[src/rtl/adc_multi_capture.sv]
`default_nettype none
// ============================================================================
// adc_multi_capture : shared-CNVST/SCLK multi-channel serial ADC capture with
// a first-word-fall-through sample FIFO. Optional macro: ADC_CAP_TIMEOUT_EN.
// Revision: 1.0
// ============================================================================
module adc_multi_capture #(
    parameter int DATA_W   = 16,
    parameter int NUM_CH   = 2,
    parameter int DEPTH    = 64,
    parameter int TIMEOUT  = 140,
    parameter int CNV_HIGH = 2
) (
    input  logic                     SYSCLK,
    input  logic                     RST_N,
    input  logic                     start,
    input  logic                     abort,
    input  logic [15:0]              aq_div,
    input  logic [7:0]               sclk_div,
    input  logic [15:0]              num_samples,
    output logic                     AD_CNVST,
    output logic                     AD_SCLK,
    input  logic [NUM_CH-1:0]        AD_SDOUT,
    input  logic                     rd_en,
    output logic [DATA_W-1:0]        rd_data,
    output logic [1:0]               rd_ch,
    output logic                     fifo_empty,
    output logic [$clog2(DEPTH):0]   fifo_count,
    output logic                     busy,
    output logic                     done,
    output logic                     err_timeout,
    output logic                     err_overflow
);

    localparam int c_AW = $clog2(DEPTH);
    localparam int c_BW = $clog2(DATA_W);

    localparam logic [2:0] c_IDLE     = 3'd0;
    localparam logic [2:0] c_CONV     = 3'd1;
    localparam logic [2:0] c_WAIT_EOC = 3'd2;
    localparam logic [2:0] c_SHIFT    = 3'd3;
    localparam logic [2:0] c_STORE    = 3'd4;
    localparam logic [2:0] c_WAIT_AQ  = 3'd5;
    localparam logic [2:0] c_DONE     = 3'd6;

    localparam logic [15:0]     c_CNV_LAST = 16'(CNV_HIGH - 1);
    localparam logic [c_BW-1:0] c_BIT_LAST = c_BW'(DATA_W - 1);
    localparam logic [1:0]      c_CH_LAST  = 2'(NUM_CH - 1);
    localparam logic [c_AW:0]   c_FULL_THR = (c_AW + 1)'(DEPTH - NUM_CH);

    logic [2:0]        r_state;
    logic              r_busy;
    logic              r_done;
    logic              r_err_ov;
    logic [15:0]       r_timer;
    logic [15:0]       r_aq_last;
    logic [7:0]        r_sclk_last;
    logic [15:0]       r_num;
    logic [15:0]       r_conv_num;
    logic [15:0]       r_cnv_cnt;
    logic [7:0]        r_sclk_cnt;
    logic              r_sclk;
    logic [c_BW-1:0]   r_bit_cnt;
    logic [1:0]        r_st_ch;
    logic              r_drop;
    logic [DATA_W-1:0] r_sh [NUM_CH];
`ifdef ADC_CAP_TIMEOUT_EN
    localparam logic [15:0] c_TO_LAST = 16'(TIMEOUT - 1);
    logic              r_err_to;
    logic [15:0]       r_eoc_cnt;
`endif

    logic [DATA_W+1:0] r_mem [DEPTH];
    logic [c_AW-1:0]   r_wr_ptr;
    logic [c_AW-1:0]   r_rd_ptr;
    logic [c_AW:0]     r_count;

    logic              w_ovf_now;
    logic              w_drop;
    logic              w_push;
    logic              w_pop;
    logic [DATA_W-1:0] w_word;
    logic [DATA_W+1:0] w_head;

    // The drop decision is made once, on the first STORE cycle, and held for the frame
    assign w_ovf_now = (r_count > c_FULL_THR);
    assign w_drop    = (r_st_ch == 2'd0) ? w_ovf_now : r_drop;
    assign w_push    = (r_state == c_STORE) && !w_drop && !abort;
    assign w_pop     = rd_en && (r_count != '0);

    always_comb begin
        w_word = '0;
        for (int c = 0; c < NUM_CH; c++) begin
            if (r_st_ch == 2'(c)) w_word = r_sh[c];
        end
    end

    always_ff @(posedge SYSCLK or negedge RST_N) begin
        if (!RST_N) begin
            r_state     <= c_IDLE;
            r_busy      <= 1'b0;
            r_done      <= 1'b0;
            r_err_ov    <= 1'b0;
            r_timer     <= '0;
            r_aq_last   <= '0;
            r_sclk_last <= '0;
            r_num       <= '0;
            r_conv_num  <= '0;
            r_cnv_cnt   <= '0;
            r_sclk_cnt  <= '0;
            r_sclk      <= 1'b0;
            r_bit_cnt   <= '0;
            r_st_ch     <= '0;
            r_drop      <= 1'b0;
            for (int c = 0; c < NUM_CH; c++) r_sh[c] <= '0;
`ifdef ADC_CAP_TIMEOUT_EN
            r_err_to    <= 1'b0;
            r_eoc_cnt   <= '0;
`endif
        end else if (abort) begin
            r_state <= c_IDLE;
            r_sclk  <= 1'b0;
            r_busy  <= 1'b0;
            r_done  <= 1'b0;
        end else begin
            if (r_busy) r_timer <= (r_timer == r_aq_last) ? 16'd0 : r_timer + 16'd1;
            case (r_state)
                c_IDLE: begin
                    if (start) begin
                        r_state     <= c_CONV;
                        r_busy      <= 1'b1;
                        r_done      <= 1'b0;
                        r_err_ov    <= 1'b0;
                        r_timer     <= '0;
                        r_cnv_cnt   <= '0;
                        r_conv_num  <= '0;
                        r_aq_last   <= (aq_div < 16'd64) ? 16'd63 : aq_div - 16'd1;
                        r_sclk_last <= (sclk_div == 8'd0) ? 8'd0 : sclk_div - 8'd1;
                        r_num       <= num_samples;
`ifdef ADC_CAP_TIMEOUT_EN
                        r_err_to    <= 1'b0;
`endif
                    end
                end
                c_CONV: begin
                    if (r_cnv_cnt == c_CNV_LAST) begin
                        r_state <= c_WAIT_EOC;
`ifdef ADC_CAP_TIMEOUT_EN
                        r_eoc_cnt <= '0;
`endif
                    end else begin
                        r_cnv_cnt <= r_cnv_cnt + 16'd1;
                    end
                end
                c_WAIT_EOC: begin
                    if (!AD_SDOUT[0]) begin
                        r_state    <= c_SHIFT;
                        r_sclk_cnt <= '0;
                        r_bit_cnt  <= '0;
                    end
`ifdef ADC_CAP_TIMEOUT_EN
                    else if (r_eoc_cnt == c_TO_LAST) begin
                        r_err_to <= 1'b1;
                        r_state  <= c_DONE;
                    end else begin
                        r_eoc_cnt <= r_eoc_cnt + 16'd1;
                    end
`endif
                end
                c_SHIFT: begin
                    if (r_sclk_cnt == r_sclk_last) begin
                        r_sclk_cnt <= '0;
                        r_sclk     <= !r_sclk;
                        if (!r_sclk) begin
                            for (int c = 0; c < NUM_CH; c++)
                                r_sh[c] <= {r_sh[c][DATA_W-2:0], AD_SDOUT[c]};
                        end else if (r_bit_cnt == c_BIT_LAST) begin
                            r_state <= c_STORE;
                            r_st_ch <= '0;
                        end else begin
                            r_bit_cnt <= r_bit_cnt + 1'b1;
                        end
                    end else begin
                        r_sclk_cnt <= r_sclk_cnt + 8'd1;
                    end
                end
                c_STORE: begin
                    if (r_st_ch == 2'd0) begin
                        r_drop <= w_ovf_now;
                        if (w_ovf_now) r_err_ov <= 1'b1;
                    end
                    if (r_st_ch == c_CH_LAST) begin
                        r_conv_num <= r_conv_num + 16'd1;
                        if ((r_num != 16'd0) && (r_conv_num + 16'd1 == r_num))
                            r_state <= c_DONE;
                        else
                            r_state <= c_WAIT_AQ;
                    end else begin
                        r_st_ch <= r_st_ch + 2'd1;
                    end
                end
                c_WAIT_AQ: begin
                    if (r_timer == r_aq_last) begin
                        r_state   <= c_CONV;
                        r_cnv_cnt <= '0;
                    end
                end
                c_DONE: begin
                    r_state <= c_IDLE;
                    r_busy  <= 1'b0;
                    r_done  <= 1'b1;
                end
                default: r_state <= c_IDLE;
            endcase
        end
    end

    always_ff @(posedge SYSCLK or negedge RST_N) begin
        if (!RST_N) begin
            r_wr_ptr <= '0;
            r_rd_ptr <= '0;
            r_count  <= '0;
        end else begin
            if (w_push) r_wr_ptr <= r_wr_ptr + c_AW'(1);
            if (w_pop)  r_rd_ptr <= r_rd_ptr + c_AW'(1);
            if (w_push && !w_pop)      r_count <= r_count + 1'b1;
            else if (!w_push && w_pop) r_count <= r_count - 1'b1;
        end
    end

    always_ff @(posedge SYSCLK) begin
        if (w_push) r_mem[r_wr_ptr] <= {r_st_ch, w_word};
    end

    assign w_head       = r_mem[r_rd_ptr];
    assign fifo_empty   = (r_count == '0);
    assign fifo_count   = r_count;
    assign rd_data      = fifo_empty ? '0 : w_head[DATA_W-1:0];
    assign rd_ch        = fifo_empty ? 2'd0 : w_head[DATA_W+1:DATA_W];
    assign AD_CNVST     = (r_state == c_CONV);
    assign AD_SCLK      = r_sclk;
    assign busy         = r_busy;
    assign done         = r_done;
    assign err_overflow = r_err_ov;
`ifdef ADC_CAP_TIMEOUT_EN
    assign err_timeout  = r_err_to;
`else
    assign err_timeout  = 1'b0;
`endif

endmodule
`default_nettype wire

[config.mk]
export PLATFORM = sky130hd
export DESIGN_NAME = adc_multi_capture
export DESIGN_NICKNAME = d
export VERILOG_FILES = /design/src/rtl/adc_multi_capture.sv
export SDC_FILE = /design/constraint.sdc
export NUM_CORES = 2
export LEC_CHECK = 0
export BUFFER_PORTS_ARGS = -buffer_cell sky130_fd_sc_hd__buf_2
export CAP_MARGIN = 20
export CORE_MARGIN = 8
export CORE_UTILIZATION = 55
export CTS_BUF_LIST = sky130_fd_sc_hd__clkbuf_4 sky130_fd_sc_hd__clkbuf_8
export DETAILED_ROUTE_END_ITERATION = 10
export PLACE_DENSITY = 0.81
export SETUP_SLACK_MARGIN = 0.1
export SYNTH_ARGS = -nofsm -noshare
export SYNTH_HDL_FRONTEND = slang
export SYNTH_SLANG_ARGS = --single-unit
[constraint.sdc]
create_clock -name SYSCLK -period 6.95 [get_ports SYSCLK]
set_clock_uncertainty 0.2 [all_clocks]
set_input_delay 1.39 -clock SYSCLK [delete_from_list [all_inputs] [get_ports SYSCLK]]
set_output_delay 1.39 -clock SYSCLK [all_outputs]
set_load 0.02 [all_outputs]
* Word-level counts from Yosys, hierarchy flattened
Memory sizes are Yosys's and may differ from the RTL's. Index checks and enable logic that the tools add are counted.
Cells by class: add/sub/neg operators 12, magnitude comparators 2, equality and inequality tests 32, multiplexer cells 57, bitwise gates (word level) 2, reduce and logical (&&, ||, !) cells 37
Operators by type and width (number):
- $mux W16 | 12
- $add A16 B1 Y16 const B | 3
- $pmux W16 S3 | 1
- $eq A16 B16 Y1 | 2
- $pmux W16 S2 | 1
- $mux W3 | 9
- $mux W8 | 3
- $ne A2 B2 Y1 const B | 10
- $ne A3 B3 Y1 const B | 6
- $pmux W3 S6 | 1
- $eq A16 B1 Y1 const B | 1
- $lt A16 B7 Y1 const B | 1
- $mux W4 | 4
- $pmux W8 S2 | 1
- $reduce_bool A16 Y1 | 1
- $sub A16 B1 Y16 const B | 1
- $mux W7 | 2
- $add A6 B1 Y6 const B | 2
- $mux W1 | 12
- $mux W2 | 6
- $reduce_and A6 Y1 | 2
- $reduce_bool A2 Y1 | 6
- $reduce_and A5 Y1 | 2
- $eq A3 B3 Y1 const B | 3
- 30 further kinds | 50
Word-level totals: register bits after elaboration 161, memory bits (writable) 1152, input port bits 47, output and inout bits 32, logic and storage cells 163, memories kept 1
Memories:
- r_mem | depth 64, bits a word 18, rd ports 1, clocked after Yosys merged registers in 0, wr ports 1, RTL line 73 | logic [DATA_W+1:0] r_mem [DEPTH];

* Longest topological paths before layout
word-level depth 9, mapped depth 14, mapped depth without buffers 13

* Worst setup path before layout
No wires, ideal clock.
path type reg2reg, start point register r_st_ch[1], end point memory r_mem[0][14] (netlist bit), data pin, arrival time 4424 ps, data required time 6048 ps, path slack 1624 ps, stages on the path, launching flop included 6, cells stage by stage dfrtp_1 -> inv_1 -> ha_1 -> clkbuf_1 -> buf_1 -> o21ai_0
Between the ends: cells in the longest elaborated chain, start to end 3
RTL lines:
- start, declared | RTL line 64 | logic [1:0] r_st_ch;
- start signal, assigned | RTL line 199 | r_st_ch <= r_st_ch + 2'd1;
- $logic_not A2 Y1 | RTL line 94 | if (r_st_ch == 2'(c)) w_word = r_sh[c];
- $mux W16 | RTL line 94
- $mux W16 * | RTL line 94
- net w_word[14] | RTL line 82 | logic [DATA_W-1:0] w_word;
- end, declared | RTL line 73
The timed path passes the listed nets; every way through them passes the cells marked *.

* Worst setup path in the final report
start point register r_rd_ptr[1], end point output port rd_ch[1]
Between the ends: cells in the longest elaborated chain, start to end 2
RTL lines:
- start, declared | RTL line 75 | logic [c_AW-1:0] r_rd_ptr;
- start signal, assigned | RTL line 225 | if (w_pop) r_rd_ptr <= r_rd_ptr + c_AW'(1);
- $mem_v2 Z64 W18
- $mux W2 | RTL line 239 | assign rd_ch = fifo_empty ? 2'd0 : w_head[DATA_W+1:DATA_W];
- end, declared | RTL line 26 | output logic [1:0] rd_ch,
No other way between the ends.

==> parameters.txt <==
Parameter                              Value

Outcome
  Outcome ... finished, final reports clean

Synthesis
  Most area-hungry cell type in the Yosys netlist ... edfxtp_1
  Total number of yosys warnings ... 0
  Number of library cell types mapped by synthesis ... 67
  Count of state elements after synthesis ... 1313
  Fraction of synthesized cell area taken by the top area cell type ... 65.6%
  Post-Synthesis Mean Instance Area ... 19.2 um2
  Most used DFF post-synth ... edfxtp_1
  Proportion of synthesized chip area in sequential cells ... 73.2%
  Number of synthesized flops with an enable pin ... 1152
  Main area contributors after synthesis ... edfxtp_1 66%, mux4_2 14%, dfrtp_1 7.6%
  Async set-or-reset flop fraction in the synthesized netlist ... 12.3%
  Area of the mapped netlist ... 0.0528 mm2
  Synthesized netlist net count ... 2821
  Count of mapped cells out of synthesis ... 2755

Final layout
  # nets final ... 3053
  Area of the multi-input gates ... 0.0135 mm2
  FILL cells ... 6231
  Storage cell area ... 0.0386 mm2
  Signed area change from the synthesized netlist to the final layout ... 12.1%
  Layout cells sized above 1 ... 28.7%
  Cell area after layout ... 0.0592 mm2

Clock network
  Buffer depth of the longest clock path ... 3
  Clock Latency Late Sink ... 0.86 ns
  Sink count of the clock tree ... 1313
  Cell at the root of the clock tree ... clkbuf_8
  Post-CTS repair timing setup buffer count ... 0
  Post-CTS Hold Fix Bufs ... 0
  Clock transition time at the flip-flop clock pins of the worst setup and hold paths ... 0.06 ns
  TritonCTS clock tree ... done
  Post-cts resize count ... 0
  Cts bufs inserted ... 194
  CTS H-tree depth ... 4

Timing
  Maximum clock rate ... 0.170 GHz
  Unrepaired setup endpoints after global routing ... no
  Portion of the clock cycle consumed by the worst path in the final layout ... 84.5%
  Final worst path period need ... 5.87 ns
  Final setup violation count ... 0
  Max-slew headroom ... 25.7%
  Fin. Hold Viols ... 0
  Total count of max-transition violations in the final report ... 0
  Transition time at the pin with the least slew margin ... 1.11 ns
  TNS Setup ... 0 ns

Power
  Max rail drop VDD ... 324 uV
  Static leakage ... 20.2 nW
  Total power divided by cell area ... 329 mW/mm2

GRT
  Overflow left after global routing ... 0
  First-pass GRT wire length ... 178 mm
  Vias in the first global route ... 28900
  Number of antenna violations at the first check in global routing ... 3
  Tot GR Track Use ... 22.2%
  Pin count of the biggest net entering global routing ... 91

Route
  Detailed-route DRC error count ... 0
  TritonRoute pass-1 iters ... 9
  Via count ... 27900
  Number of vias per cell after detailed routing ... 6.32
  Wire length per cell ... 27.1 um
  Wire length after detailed routing ... 120 mm
  1st-iter DRT viols ... 3573
  Final ANT Viol Nets ... 0

Floorplan
  Horizontal die dimension ... 326 um
  Placeable core area ... 0.0950 mm2
  Die height ... 326 um
  Number of placement rows ... 113
  Initial Utilization ... 55.5%
  IO Pins ... 79
  Die Footprint ... 0.106 mm2

Setup path
  Element type at the critical path start ... register
  Slowest cell on crit path ... dfrtp_4
  Critical path fanouts, max ... 53
  Kind of critical path ... reg2out
  Required @ worst endpoint ... 5.36 ns
  Crit-path max cell delay ... 0.96 ns
  CP endpoint kind ... primary output
  Arrival time at the worst endpoint ... 4.28 ns
  Most frequent cell on the critical path ... mux4_2
  Critical-path cell list ... buf_4 > mux4_2 > mux4_2 > nor2b_1 > a21oi_1 > o21ai_0 > buf_2

Place
  Routability Congestion ... 0.844
  Count of input and output buffers ... 77
  Hpwl dp ... 68.3 mm
  Post-place instance area ... 0.0550 mm2

Run
  MaxCap Viol Count ... 0

Min path
  HP Class ... reg2reg
[per-layer routing]
metal | wire length [um] | GRT usage, % | up-vias | part of all wire [%]
li1 | - | - | 11600 | -
met1 | 45000 | 29.6 | 14400 | 38
met2 | 60200 | 36.9 | 1655 | 50
met3 | 11900 | 4.91 | 199 | 10
met4 | 2460 | 6.26 | 0 | 2.1
met5 | 0 | 0 | - | 0
[where the power goes]
group | internal [mW] | total (mW) | switching [mW]
Clock | 3.28 | 6.20 | 2.92
Sequential | 8.74 | 9.14 | 0.408
Combinational | 1.73 | 4.13 | 2.41
[area by class of cell]
class,count,area share [%]
clock buffer,277,5.66
inverter,22,0.140
multi-input combinational,1273,22.8
timing repair buffer,183,2.43
clock inverter,77,0.931
antenna,4,0.0169
tap,1265,2.68
sequential,1313,65.3
[flip-flops by register name, summed over array words and instances (netlist names), 2 cells and up]
signal / count
r_wr_ptr: 6
r_state: 3
fifo_count: 7
r_bit_cnt: 4
r_rd_ptr: 6
r_mem: 1152
r_num: 16
r_conv_num: 16
r_cnv_cnt: 16
r_sclk_cnt: 8
r_st_ch: 2
r_timer: 16
r_aq_last: 16
r_sh: 32
r_sclk_last: 8
[synth_stat cells, types with 4 or more instances]
| cell | n |
|---|---|
| nor3_1 | 14 |
| mux2_2 | 35 |
| and3_1 | 21 |
| nor2_1 | 133 |
| a21o_1 | 5 |
| nand2b_1 | 9 |
| nand4_1 | 22 |
| or3_1 | 4 |
| a22oi_1 | 38 |
| nor4_1 | 16 |
| nand3_1 | 36 |
| a211oi_1 | 5 |
| a21oi_1 | 37 |
| and2_1 | 5 |
| o21ai_0 | 82 |
| mux2i_1 | 75 |
| o21bai_1 | 4 |
| buf_1 | 15 |
| o21ai_1 | 7 |
| edfxtp_1 | 1152 |
| o31ai_1 | 21 |
| xnor2_1 | 58 |
| buf_2 | 36 |
| clkbuf_1 | 84 |
| ha_1 | 18 |
| buf_4 | 12 |
| a31oi_1 | 7 |
| inv_1 | 22 |
| nand2_1 | 148 |
| nor2b_1 | 29 |
| xor2_1 | 40 |
| or4_1 | 5 |
| nand3b_1 | 7 |
| dfrtp_1 | 161 |
| a22o_1 | 26 |
| mux4_2 | 324 |
[per-stage QoR]
step	cells	worst slack, ns	util [%]	hold slack, ns	total power, mW
6_report	4414	1.08	62.3	0.302	19.5
4_1_cts	4397	1.07	62.0	0.303	19.5
3_3_place_gp	4039	1.88	57.8	0.280	13.3
3_5_place_dp	4043	1.80	57.9	0.278	13.4
2_1_floorplan	2755	1.62	-	0.258	12.1
5_1_grt	4414	0.946	62.3	0.329	20.2
[final timing paths]
kind                                from            end  slack, ns  cells past startpoint
hold / removal             r_aq_last[15]  r_aq_last[15]       0.30                      2
min in group asynchronous          RST_N       r_num[4]       0.40                      1
max in group asynchronous          RST_N    r_timer[11]       4.68                      2
hold reg to reg            r_aq_last[15]  r_aq_last[15]       0.30                      2
setup reg to reg              r_st_ch[1]  r_mem[17][13]       2.60                      7
setup / recovery             r_rd_ptr[1]       rd_ch[1]       1.08                      7
[worst max-delay path, delay by kind of cell, from the launching register on]
family                 cells  cell delay [ns]
and+or+nand+nor            1             0.20
muxes                      2             0.90
AOI/OAI and AO/OA          2             0.67
buffers and inverters      2             0.66
DFF                        1             0.96
[layout by cell type (no fill, tap or decap), drive strengths merged, types with 6 or more instances in the layout]
master / count
o31ai: 21
clkbuf: 277
mux4: 324
nand3b: 7
dfrtp: 161
buf: 183
nand3: 36
xor2: 40
nand4: 23
nand2b: 9
a22oi: 38
nor2: 133
and2: 6
inv: 29
and3: 21
xnor2: 58
mux2i: 75
nor4: 19
nor3: 15
nor2b: 29
a22o: 26
mux2: 35
o21ai: 89
a21oi: 37
nand2: 148
edfxtp: 1152
a31oi: 7
clkinv: 61
ha: 18
[cell families after synthesis]
| kind of cell | synth area share, % |
|---|---|
| AOI/OAI and AO/OA | 3.04 |
| xor gates and xnor gates | 1.63 |
| adders and majority gates | 0.465 |
| buffers and inverters | 1.37 |
| DFF | 73.2 |
| muxes | 16.0 |
| other | 0.00711 |
| and+or+nand+nor | 4.29 |
(Power assumes the default switching activity.)
